[src/rtl/alu_arbiter.sv]
// alu_arbiter: two-port round-robin arbiter in front of one shared combinational ALU.
// One operation is in flight at a time: IDLE (grant/capture) -> EXEC (ALU evaluates
// captured operands) -> RESP (result held until the granted requester takes it).
// Optional build macro: ALU_ARB_FIXED_PRIO_EN -- port 0 always wins contention and
// the last-grant pointer is not built.
module alu_arbiter (
   input  logic        clk,
   input  logic        reset,
   input  logic        Req_0,
   input  logic        Req_1,
   input  logic [3:0]  ALUOp_0,
   input  logic [31:0] A_0,
   input  logic [31:0] B_0,
   input  logic [4:0]  Shamt_0,
   input  logic [3:0]  ALUOp_1,
   input  logic [31:0] A_1,
   input  logic [31:0] B_1,
   input  logic [4:0]  Shamt_1,
   output logic        Ack_0,
   output logic        Ack_1,
   output logic        RspValid_0,
   output logic        RspValid_1,
   input  logic        RspReady_0,
   input  logic        RspReady_1,
   output logic [31:0] RspResult,
   output logic        RspZero,
   output logic        RspErr,
   output logic [3:0]  ALUOperation,
   output logic [31:0] ALUA,
   output logic [31:0] ALUB,
   output logic [4:0]  ALUShamt,
   input  logic [31:0] ALUResult,
   input  logic        ALUZero,
   output logic        Busy
);

   localparam logic [1:0] S_IDLE = 2'd0;
   localparam logic [1:0] S_EXEC = 2'd1;
   localparam logic [1:0] S_RESP = 2'd2;

   logic [1:0]  state_q, state_d;
   logic        gnt_q;        // port that owns the operation in flight
   logic        win1;         // port 1 wins this IDLE cycle
   logic        grant_any;
   logic        done;         // response handshake on the granted port
   logic [3:0]  op_q;
   logic [31:0] a_q, b_q;
   logic [4:0]  sh_q;
   logic [31:0] res_q;
   logic        zero_q, err_q;

   // Opcodes the shared ALU implements; anything else is answered with an error.
   function automatic logic op_legal(input logic [3:0] op);
      case (op)
         4'b0000, 4'b0001, 4'b0010, 4'b0011,
         4'b0100, 4'b0101, 4'b1000: op_legal = 1'b1;
         default:                   op_legal = 1'b0;
      endcase
   endfunction

`ifdef ALU_ARB_FIXED_PRIO_EN
   // Fixed priority: port 1 only wins when port 0 is not asking.
   always_comb begin
      grant_any = (state_q == S_IDLE) && reset && (Req_0 || Req_1);
      win1      = Req_1 && !Req_0;
   end
`else
   logic ptr_q;               // last port that completed an operation

   // Round-robin: on contention the port not served last wins.
   always_comb begin
      grant_any = (state_q == S_IDLE) && reset && (Req_0 || Req_1);
      win1      = Req_1 && (!Req_0 || !ptr_q);
   end

   // Pointer moves only when a response is actually handed over.
   always_ff @(posedge clk) begin
      if (!reset)    ptr_q <= 1'b1;
      else if (done) ptr_q <= gnt_q;
   end
`endif

   assign Ack_0      = grant_any && !win1;
   assign Ack_1      = grant_any && win1;
   assign done       = (state_q == S_RESP) && (gnt_q ? RspReady_1 : RspReady_0);
   assign RspValid_0 = (state_q == S_RESP) && !gnt_q;
   assign RspValid_1 = (state_q == S_RESP) && gnt_q;
   assign Busy       = (state_q != S_IDLE);

   assign ALUOperation = op_q;
   assign ALUA         = a_q;
   assign ALUB         = b_q;
   assign ALUShamt     = sh_q;
   assign RspResult    = res_q;
   assign RspZero      = zero_q;
   assign RspErr       = err_q;

   // Next-state logic for the IDLE/EXEC/RESP sequence.
   always_comb begin
      state_d = state_q;
      case (state_q)
         S_IDLE:  if (grant_any) state_d = S_EXEC;
         S_EXEC:  state_d = S_RESP;
         S_RESP:  if (done) state_d = S_IDLE;
         default: state_d = S_IDLE;
      endcase
   end

   // Control state: FSM and owner of the current operation.
   always_ff @(posedge clk) begin
      if (!reset) begin
         state_q <= S_IDLE;
         gnt_q   <= 1'b0;
      end else begin
         state_q <= state_d;
         if (grant_any) gnt_q <= win1;
      end
   end

   // Operand capture on grant and response capture at the end of EXEC.
   always_ff @(posedge clk) begin
      if (!reset) begin
         op_q   <= '0;
         a_q    <= '0;
         b_q    <= '0;
         sh_q   <= '0;
         res_q  <= '0;
         zero_q <= 1'b0;
         err_q  <= 1'b0;
      end else begin
         if (grant_any) begin
            op_q <= win1 ? ALUOp_1 : ALUOp_0;
            a_q  <= win1 ? A_1     : A_0;
            b_q  <= win1 ? B_1     : B_0;
            sh_q <= win1 ? Shamt_1 : Shamt_0;
         end
         if (state_q == S_EXEC) begin
            if (op_legal(op_q)) begin
               res_q  <= ALUResult;
               zero_q <= ALUZero;
               err_q  <= 1'b0;
            end else begin
               res_q  <= '0;
               zero_q <= 1'b1;
               err_q  <= 1'b1;
            end
         end
      end
   end

endmodule

[config.mk]
export PLATFORM = sky130hd
export DESIGN_NAME = alu_arbiter
export DESIGN_NICKNAME = d
export VERILOG_FILES = /design/src/rtl/alu_arbiter.sv
export SDC_FILE = /design/constraint.sdc
export NUM_CORES = 1
export LEC_CHECK = 0
export ABC_AREA = 1
export ABC_CLOCK_PERIOD_IN_PS = 1100
export CORE_ASPECT_RATIO = 0.7
export CORE_MARGIN = 10
export CORE_UTILIZATION = 36
export CTS_BUF_LIST = sky130_fd_sc_hd__clkbuf_8
export CTS_CLUSTER_DIAMETER = 30
export CTS_CLUSTER_SIZE = 25
export DETAILED_ROUTE_END_ITERATION = 6
export PLACE_DENSITY = 0.8
export SYNTH_ARGS = -nofsm -noshare
export SYNTH_HDL_FRONTEND = slang
export SYNTH_SLANG_ARGS = --single-unit
[constraint.sdc]
create_clock -name clk -period 1.1 [get_ports clk]
set_input_delay 0.22 -clock clk [delete_from_list [all_inputs] [get_ports clk]]
set_output_delay 0.22 -clock clk [all_outputs]
set_load 0.01 [all_outputs]
-- Word level (Yosys, flattened, before mapping)
Index checks and enable logic that the tools add are counted.
- flip-flop bits (word level): 111
- input port bits: 185
- output and inout port bits: 112
- equality and inequality tests: 10
- muxes and demuxes: 14
- reduce and logical (&&, ||, !) cells: 19
- operators by type and width (cell ; number):
    two-way mux 32 bit ; 3
    equality test 4 x 2 -> 1 bit, second input constant ; 2
    equality test 4 x 3 -> 1 bit, second input constant ; 2
    logical AND 1 bit ; 8
    OR reduction 7 bit ; 1
    two-way mux 1 bit ; 6
    case mux 2 bit (3 select lines) ; 1
    two-way mux 5 bit ; 1
    equality test 4 x 1 -> 1 bit, second input constant ; 1
    equality test 4 bit, second input constant ; 1
    zero test 1 bit ; 4
    zero test 4 bit ; 1
    two-way mux 2 bit ; 2
    two-way mux 4 bit ; 1
    != test 2 bit, second input constant ; 2
    equality test 2 x 1 -> 1 bit, second input constant ; 1
    equality test 2 bit, second input constant ; 1
    zero test 2 bit ; 1
    logical OR 1 bit ; 2
    AND reduction 2 bit ; 1
    nonzero test 2 bit ; 1

-- Depth between registers and ports, before layout
Gate-level depths: netlist of the first run.
- depth after elaboration: 6
- gate-level depth with buffers: 8
- depth with buffers taken out: 6

-- Least setup slack after synthesis of the first run
No wires, ideal clock.
- path type: flip-flop to flip-flop
- start point: register op_q[0] (netlist: ALUOperation[0])
- end point: register res_q[23] (netlist: RspResult[23])
- setup time: 0.070 ns
- arrival: 1.067 ns
- required time: 1.030 ns
- slack: -0.037 ns
- stages on the path, launching flop included: 7
- path buffers: 1
- cell sequence: dfxtp_1 nor2_1 nand2_1 nand2_1 clkbuf_1 nand2_1 a21oi_1
- cells in the longest elaborated chain, start to end: 6
- ends and longest elaborated chain (element ; RTL line ; RTL):
    start, declared ; 46 ; logic [3:0] op_q;
    start signal, assigned ; 132 ; op_q <= win1 ? ALUOp_1 : ALUOp_0;
    equality test 4 x 1 -> 1 bit (tied with other cells) ; 54 ; case (op)
    OR reduction 7 bit (*) ; 54 ;
    two-way mux 1 bit (*) ; 54 ;
    two-way mux 1 bit (*) ; 137 ; if (state_q == S_EXEC) begin
    two-way mux 1 bit (*) ; 122 ; if (!reset) begin
    two-way mux 32 bit (*) ; 138 ; if (op_legal(op_q)) begin
    end signal, assigned ; 139 ; res_q <= ALUResult;
    end, declared ; 49 ; logic [31:0] res_q;
Every way passes the cells marked *; elsewhere a longest branch is shown, timed or not. The select of a mux whose other input is x is not followed.
A chain may end at the register's enable or synchronous reset.

-- Final worst setup path of the first run
- start point: register state_q[0]
- end point: register b_q[17] (netlist: ALUB[17])
- cells in the longest elaborated chain, start to end: 3
- ends and longest elaborated chain (element ; RTL line ; RTL):
    start, declared ; 41 ; logic [1:0] state_q, state_d;
    start signal, assigned ; 115 ; state_q <= state_d;
    zero test 2 bit ; 72 ; grant_any = (state_q == S_IDLE) && reset && (Req_0 || Req_1);
    logical AND 1 bit (2 in series) ; 72 ;
    end signal, assigned ; 134 ; b_q <= win1 ? B_1 : B_0;
    end, declared ; 47 ; logic [31:0] a_q, b_q;
Every way passes these cells.

==> impl_metrics.yaml, run 1 <==
status:
  failing_checks: "setup timing"
  outcome: "finished, violations left"
critical_path:
  worst_ep_arrival_time_ps: 1730
  timing_startpoint_of_the_critical_path: "state_q[0]$_SDFFE_PN0P_"
  crit_top_cell: "sky130_fd_sc_hd__nor2_4"
  capture_point_of_the_worst_reg_to_reg_path: "ALUB[17]$_SDFFE_PN0N_"
  category_of_the_worst_setup_path_capture_point: "flip-flop"
  critical_path.cell_chain: "nor2_4 -> buf_4 -> nand2_4 -> nor2_4 -> buf_12 -> bufbuf_16 -> nand2_1 -> a21oi_2"
  crit_path_max_fanout: 8
  critPathRequiredTime_ps: 1390
  cp_slowest_cell: "sky130_fd_sc_hd__dfxtp_2"
  depth_of_the_most_critical_reg_to_reg_path: 8
  worst_path_largest_cell_delay_ps: 370
  worstReg2RegStart: "state_q[0]$_SDFFE_PN0P_"
  crit_path_start_kind: "flip-flop"
  r2r_slack_ps: -340
  criticalPathCategory: "flip-flop to flip-flop"
  cp-endpoint: "ALUB[17]$_SDFFE_PN0N_"
yosys:
  number_of_enable_flip_flop_cells_after_synthesis: 0
  post-synth-top-count-cell: "sky130_fd_sc_hd__nand2_1"
  synth_top_flop_cell: "sky130_fd_sc_hd__dfxtp_1"
  synth.lib_cells_used.distinct: 15
  synthesis.area_sq_um: 5170
  synth_top_area_cell: "sky130_fd_sc_hd__dfxtp_1"
  synthTopCellsByCount: "sky130_fd_sc_hd__nand2_1 (368), sky130_fd_sc_hd__dfxtp_1 (111), sky130_fd_sc_hd__a21oi_1 (109), sky130_fd_sc_hd__nand3_1 (75), sky130_fd_sc_hd__nor2_1 (41)"
  async_flop_share_pct: 0
  synth_warnings: 0
  mappedNetlistNets: 997
  yosysSeqAreaShare_pct: 43.0
  count_of_state_elements_after_synthesis: 111
  synthTopCellsByArea: "sky130_fd_sc_hd__dfxtp_1 (43%), sky130_fd_sc_hd__nand2_1 (27%), sky130_fd_sc_hd__a21oi_1 (11%)"
  synthDominantCellAreaShare_pct: 43.0
  syn_inst: 812
  syn_area_cell_sq_um: 6.36
floorplan:
  fp.dieH_um: 120
  initial_utilization_pct: 36.9
  row_count: 36
  design.die.area_sq_um: 19600
  core_region_area_sq_um: 14000
  die_x_um: 163
  num_io_pins: 297
layout:
  final_layout_size_suffix_gt1_share_pct: 32.9
  area_growth_pct: 85.0
  n_antenna_cell: 0
  stdcell_area_sq_um: 9560
  layout.nets: 1307
clock_tree:
  cts_root_buf: "sky130_fd_sc_hd__clkbuf_8"
  tritoncts: "built"
  clk_pin_slew_worst_paths_ps: 100
  cts-hold-fix-buffers: 0
  clock_tree.buffer_depth: 2
  clk_latency_ps: 370
  cts.htree.levels: 3
  clock-sinks: 111
  numCtsBuffers: 9
global_route:
  grt_overflow_total: 0
  grt_start_max_net_pins: 107
  grt_first_pass_wirelength_um: 35200
  global_route.usage.total_pct: 22.5
  antenna_found_initial: 0
  first_global_vias: 6230
drt:
  routed_wl_um: 24600
  post_drt_via_cell_ratio: 4.98
  drc: 0
  drt_pre_antenna_iters: 5
  route.detailed.wl_per_inst_um: 18.7
  detailedRoute.firstIterationViolations: 495
  num_vias: 6563
  route.antenna.remaining_nets: 0
sta:
  period_share_pct: 131
  worst_slew_margin_rel_pct: 43.6
  worstMarginPinSlew_ps: 845
  fmax_mhz: 695
  rsz0062_at_grt: "true"
  fin_tns_setup_ps: -22990
  timing.final.ws_setup_ps: -338
  slew_violations: 0
  period_minus_slack_ps: 1440
  final_hold_viol_count: 0
  final.hold.worst_slack_ps: 298
  final-setup-viol-count: 114
  worst_clock_skew_ps: 12.6
placement:
  detailed_place_hpwl_um: 15200
  placedInstanceArea_sq_um: 8340
  port_buffers: 296
  place_congestion: 0.933
  place_worst_setup_slack_ps: -882
power:
  finalPower_mw: 10.4
  vdd_ir_drop_max_v: 0.000844
  leakagePower_nw: 4.36
  power_per_cell_area_nw_per_um2: 1080
run:
  drv_cap: 0
hold_path:
  worst_hold_path.num_cells: 4
  worst_hold_check_path_type: "primary input to flip-flop"
worst min path at each step:
| stage | startpoint | to | slack (ps) |
|---|---|---|---|
| 6_report | Req_1 | gnt_q$_SDFFE_PN0N_ | 300 |
| 5_1_grt | Req_1 | gnt_q$_SDFFE_PN0N_ | 310 |
| 4_1_cts | Req_1 | gnt_q$_SDFFE_PN0N_ | 250 |
| 3_5_place_dp | RspResult[0]$_SDFFE_PN0N_ | RspResult[0]$_SDFFE_PN0N_ | 450 |
| 3_3_place_gp | RspResult[26]$_SDFFE_PN0N_ | RspResult[26]$_SDFFE_PN0N_ | 450 |
| 2_1_floorplan | reset | ptr_q$_SDFFE_PN1P_ | 300 |
placed cells by master (no fill, tap or decap), types with 28 or more instances in the layout:
master and instances:
sky130_fd_sc_hd__nand3_1 75, sky130_fd_sc_hd__buf_4 28, sky130_fd_sc_hd__a21oi_2 44, sky130_fd_sc_hd__inv_1 37
sky130_fd_sc_hd__nor2_1 37, sky130_fd_sc_hd__buf_2 54, sky130_fd_sc_hd__clkdlybuf4s50_1 181, sky130_fd_sc_hd__buf_6 60
sky130_fd_sc_hd__a21oi_1 64, sky130_fd_sc_hd__dfxtp_2 94, sky130_fd_sc_hd__nand2_1 340
metal layers:
layer	track usage (%)	share of wire, %	vias up
met5	0	0	-
met2	37.7	48	286
met1	27.0	40	3076
met4	4.89	1.6	0
li1	-	-	3171
met3	8.41	10	30
cell families after synthesis:
kind of cell	Yosys count	share of synthesized area [%]
flip-flops	111	43.0
AO/OA/AOI/OAI	113	10.9
buffers and inverters	101	8.72
AND/OR/NAND/NOR	487	37.3
critical path: cells and delay by family (launching register included):
family	cells	cell delay, ps
and+or+nand+nor	4	300
DFF	1	370
AOI/OAI and AO/OA	1	130
buffers and inverters	3	560
sequential cells by signal, summed over array words and instances, names as in the netlist:
signal	count
ALUA	32
ALUB	32
ALUOperation	4
ALUShamt	5
RspErr	1
RspResult	32
RspZero	1
gnt_q	1
ptr_q	1
state_q	2
per-stage QoR:
| step | utilization, % | std cells |
|---|---|---|
| floorplan | - | 812 |
| global placement | 59.6 | 1260 |
| detailed placement | 59.6 | 1260 |
| CTS | 64.0 | 1306 |
| global route | 68.3 | 1317 |
| finish | 68.3 | 1317 |
where the power goes:
part	internal [mW]	switching (mW)	total, mW
Clock	0.883	1.40	2.29
Sequential	4.34	0.174	4.51
Combinational	1.91	1.66	3.57
final cells by class:
class | count | area (sq um)
repair buffers | 360 | 3800
clock inverters | 6 | 38.8
multi-input cells | 600 | 2850
fillers | 1202 | 4450
flip-flops and latches | 111 | 2340
clock buffers | 10 | 138
inverters | 40 | 151
well taps | 190 | 238
timing repair:
item / 4_1_cts / 5_1_grt
setup endpoints to repair: 221 / 185
resized for setup: 604 / 158
pin swaps: 24 / 3
gates cloned: 17 / 4
setup buffers: 13 / 10
Note: power is estimated with default switching activity, not from simulation.
==> inputs of run 2 (changes only) <==
--- a/config.mk
+++ b/config.mk
@@ -6,15 +6,15 @@
 export NUM_CORES = 1
 export LEC_CHECK = 0
 export ABC_AREA = 1
-export ABC_CLOCK_PERIOD_IN_PS = 1100
+export ABC_CLOCK_PERIOD_IN_PS = 1600
 export CORE_ASPECT_RATIO = 0.7
 export CORE_MARGIN = 10
-export CORE_UTILIZATION = 36
+export CORE_UTILIZATION = 39
 export CTS_BUF_LIST = sky130_fd_sc_hd__clkbuf_8
 export CTS_CLUSTER_DIAMETER = 30
 export CTS_CLUSTER_SIZE = 25
 export DETAILED_ROUTE_END_ITERATION = 6
-export PLACE_DENSITY = 0.8
+export PLACE_DENSITY = 0.82
 export SYNTH_ARGS = -nofsm -noshare
 export SYNTH_HDL_FRONTEND = slang
 export SYNTH_SLANG_ARGS = --single-unit
==> constraint.sdc (replaced) <==
create_clock -name clk -period 1.6 [get_ports clk]
set_input_delay 0.32 -clock clk [delete_from_list [all_inputs] [get_ports clk]]
set_output_delay 0.32 -clock clk [all_outputs]
set_load 0.01 [all_outputs]
==> impl_metrics.yaml, run 2 (synthesis results as in run 1) <==
global_route:
  antenna_found_initial: 1
  grt_overflow_total: 0
  grt_first_pass_wirelength_um: 30000
  first_global_vias: 5536
  grt_start_max_net_pins: 107
  global_route.usage.total_pct: 20.4
layout:
  mostFrequentLayoutCells: "sky130_fd_sc_hd__nand2_1 (364), sky130_fd_sc_hd__clkdlybuf4s50_1 (181), sky130_fd_sc_hd__dfxtp_1 (109), sky130_fd_sc_hd__a21oi_1 (108), sky130_fd_sc_hd__dlygate4sd2_1 (103)"
  post_layout_nonfiller_instances: 1249
  layout.cells.most_common: "sky130_fd_sc_hd__nand2_1"
  layout.nets: 1263
  combined_area_of_the_multi_input_logic_cells_sq_um: 2530
  seqCellArea_sq_um: 2220
  n_antenna_cell: 0
  area_growth_pct: 62.0
  stdcell_area_sq_um: 8370
  layout.core_utilization_pct: 64.2
  final_layout_size_suffix_gt1_share_pct: 5.08
  fillCellCount: 1227
drt:
  post_drt_via_cell_ratio: 4.76
  routed_wl_um: 20100
  route.antenna.remaining_nets: 0
  drt_pre_antenna_iters: 5
  route.detailed.wl_per_inst_um: 16.1
  drc: 0
  num_vias: 5948
  detailedRoute.firstIterationViolations: 403
clock_tree:
  clock_tree.buffer_depth: 2
  numCtsBuffers: 9
  clk_pin_slew_worst_paths_ps: 100
  tritoncts: "built"
  clock-sinks: 111
  cts.htree.levels: 3
  cts_root_buf: "sky130_fd_sc_hd__clkbuf_8"
  clk_latency_ps: 370
floorplan:
  fp.dieH_um: 116
  num_io_pins: 297
  core_region_area_sq_um: 13100
  die_x_um: 158
  design.die.area_sq_um: 18300
  initial_utilization_pct: 39.6
  row_count: 35
sta:
  worst_slew_margin_rel_pct: 21.1
  final_hold_viol_count: 0
  slew_violations: 0
  final-setup-viol-count: 0
  worstMarginPinSlew_ps: 1180
  period_minus_slack_ps: 1530
  fmax_mhz: 654
  period_share_pct: 95.5
  rsz0062_at_grt: "true"
  worst_clock_skew_ps: 12.0
placement:
  detailed_place_hpwl_um: 14800
  dpl.cell_count: 1232
  place_congestion: 0.805
  port_buffers: 296
  placedInstanceArea_sq_um: 8240
critical_path:
  timing_startpoint_of_the_critical_path: "state_q[1]$_SDFFE_PN0P_"
  depth_of_the_most_critical_reg_to_reg_path: 5
  criticalPathCategory: "flip-flop to output port"
  crit_path_start_kind: "flip-flop"
  worst_ep_arrival_time_ps: 1210
  worstReg2RegStart: "state_q[0]$_SDFFE_PN0P_"
  crit_path_max_fanout: 3
  critPathRequiredTime_ps: 1280
  category_of_the_worst_setup_path_capture_point: "output port"
power:
  vdd_ir_drop_max_v: 0.000440
  power_per_cell_area_nw_per_um2: 802
  leakagePower_nw: 4.12
hold_path:
  worst_hold_path.num_cells: 4
  worst_hold_check_path_type: "primary input to flip-flop"
  timing.hold.worst.start: "Req_1"
status:
  outcome: "completed"
run:
  drv_cap: 0
run 2: cell type report:
type / count / share of cell area, %
clock inverter: 6 / 1.09
tap: 166 / 2.48
clock buffer: 10 / 1.64
sequential: 111 / 26.6
multi-input combinational: 600 / 30.2
inverter: 40 / 1.81
timing repair buffer: 316 / 36.2
run 2: metal layers:
| layer | global-route usage, % | vias to the layer above | part of all wire, % | routed length [um] |
|---|---|---|---|---|
| met5 | 0 | - | 0.035 | 7 |
| met4 | 4.41 | 2 | 1.4 | 280 |
| met3 | 9.12 | 27 | 12 | 2320 |
| met2 | 34.8 | 257 | 47 | 9460 |
| met1 | 23.2 | 2593 | 40 | 8080 |
| li1 | - | 3069 | - | - |
run 2: repair_timing:
item                       CTS  global route
setup endpoints to repair  178            75
resized for setup          125            11
setup buffers                0             1
pin swaps                    0             1
hold buffers                 0             0
run 2: metrics by stage:
| stage | hold WS (ps) | total power [mW] | TNS, ps | setup slack, ps |
|---|---|---|---|---|
| 6_report | 382 | 6.71 | 0 | 71.3 |
| 5_1_grt | 379 | 7.07 | -49.3 | -32.5 |
| 4_1_cts | 361 | 6.79 | 0 | 0.322 |
| 3_5_place_dp | 455 | 4.98 | -46990 | -549 |
| 3_3_place_gp | 451 | 4.96 | -45000 | -555 |
| 2_1_floorplan | 404 | 3.93 | 0 | 377 |
run 2: worst max-delay path, cell delays in order (launching register included):
cell and delay (ps):
sky130_fd_sc_hd__dfxtp_2 340, sky130_fd_sc_hd__nor2_4 140, sky130_fd_sc_hd__nand2_2 100, sky130_fd_sc_hd__a21oi_2 120, sky130_fd_sc_hd__buf_2 160
run 2: report_power, final:
part / switching, mW / internal (mW)
clock: 0.983 / 0.938
combinational: 0.872 / 0.871
sequential: 0.0940 / 2.95
total: 1.95 / 4.76
run 2: worst paths after layout:
check | endpoint | slack [ps]
worst max register to register | ALUA[27]$_SDFFE_PN0N_ | 190
worst min register to register | ALUB[3]$_SDFFE_PN0N_ | 460
worst min-delay path | gnt_q$_SDFFE_PN0N_ | 380
worst max-delay path | Ack_0 | 70
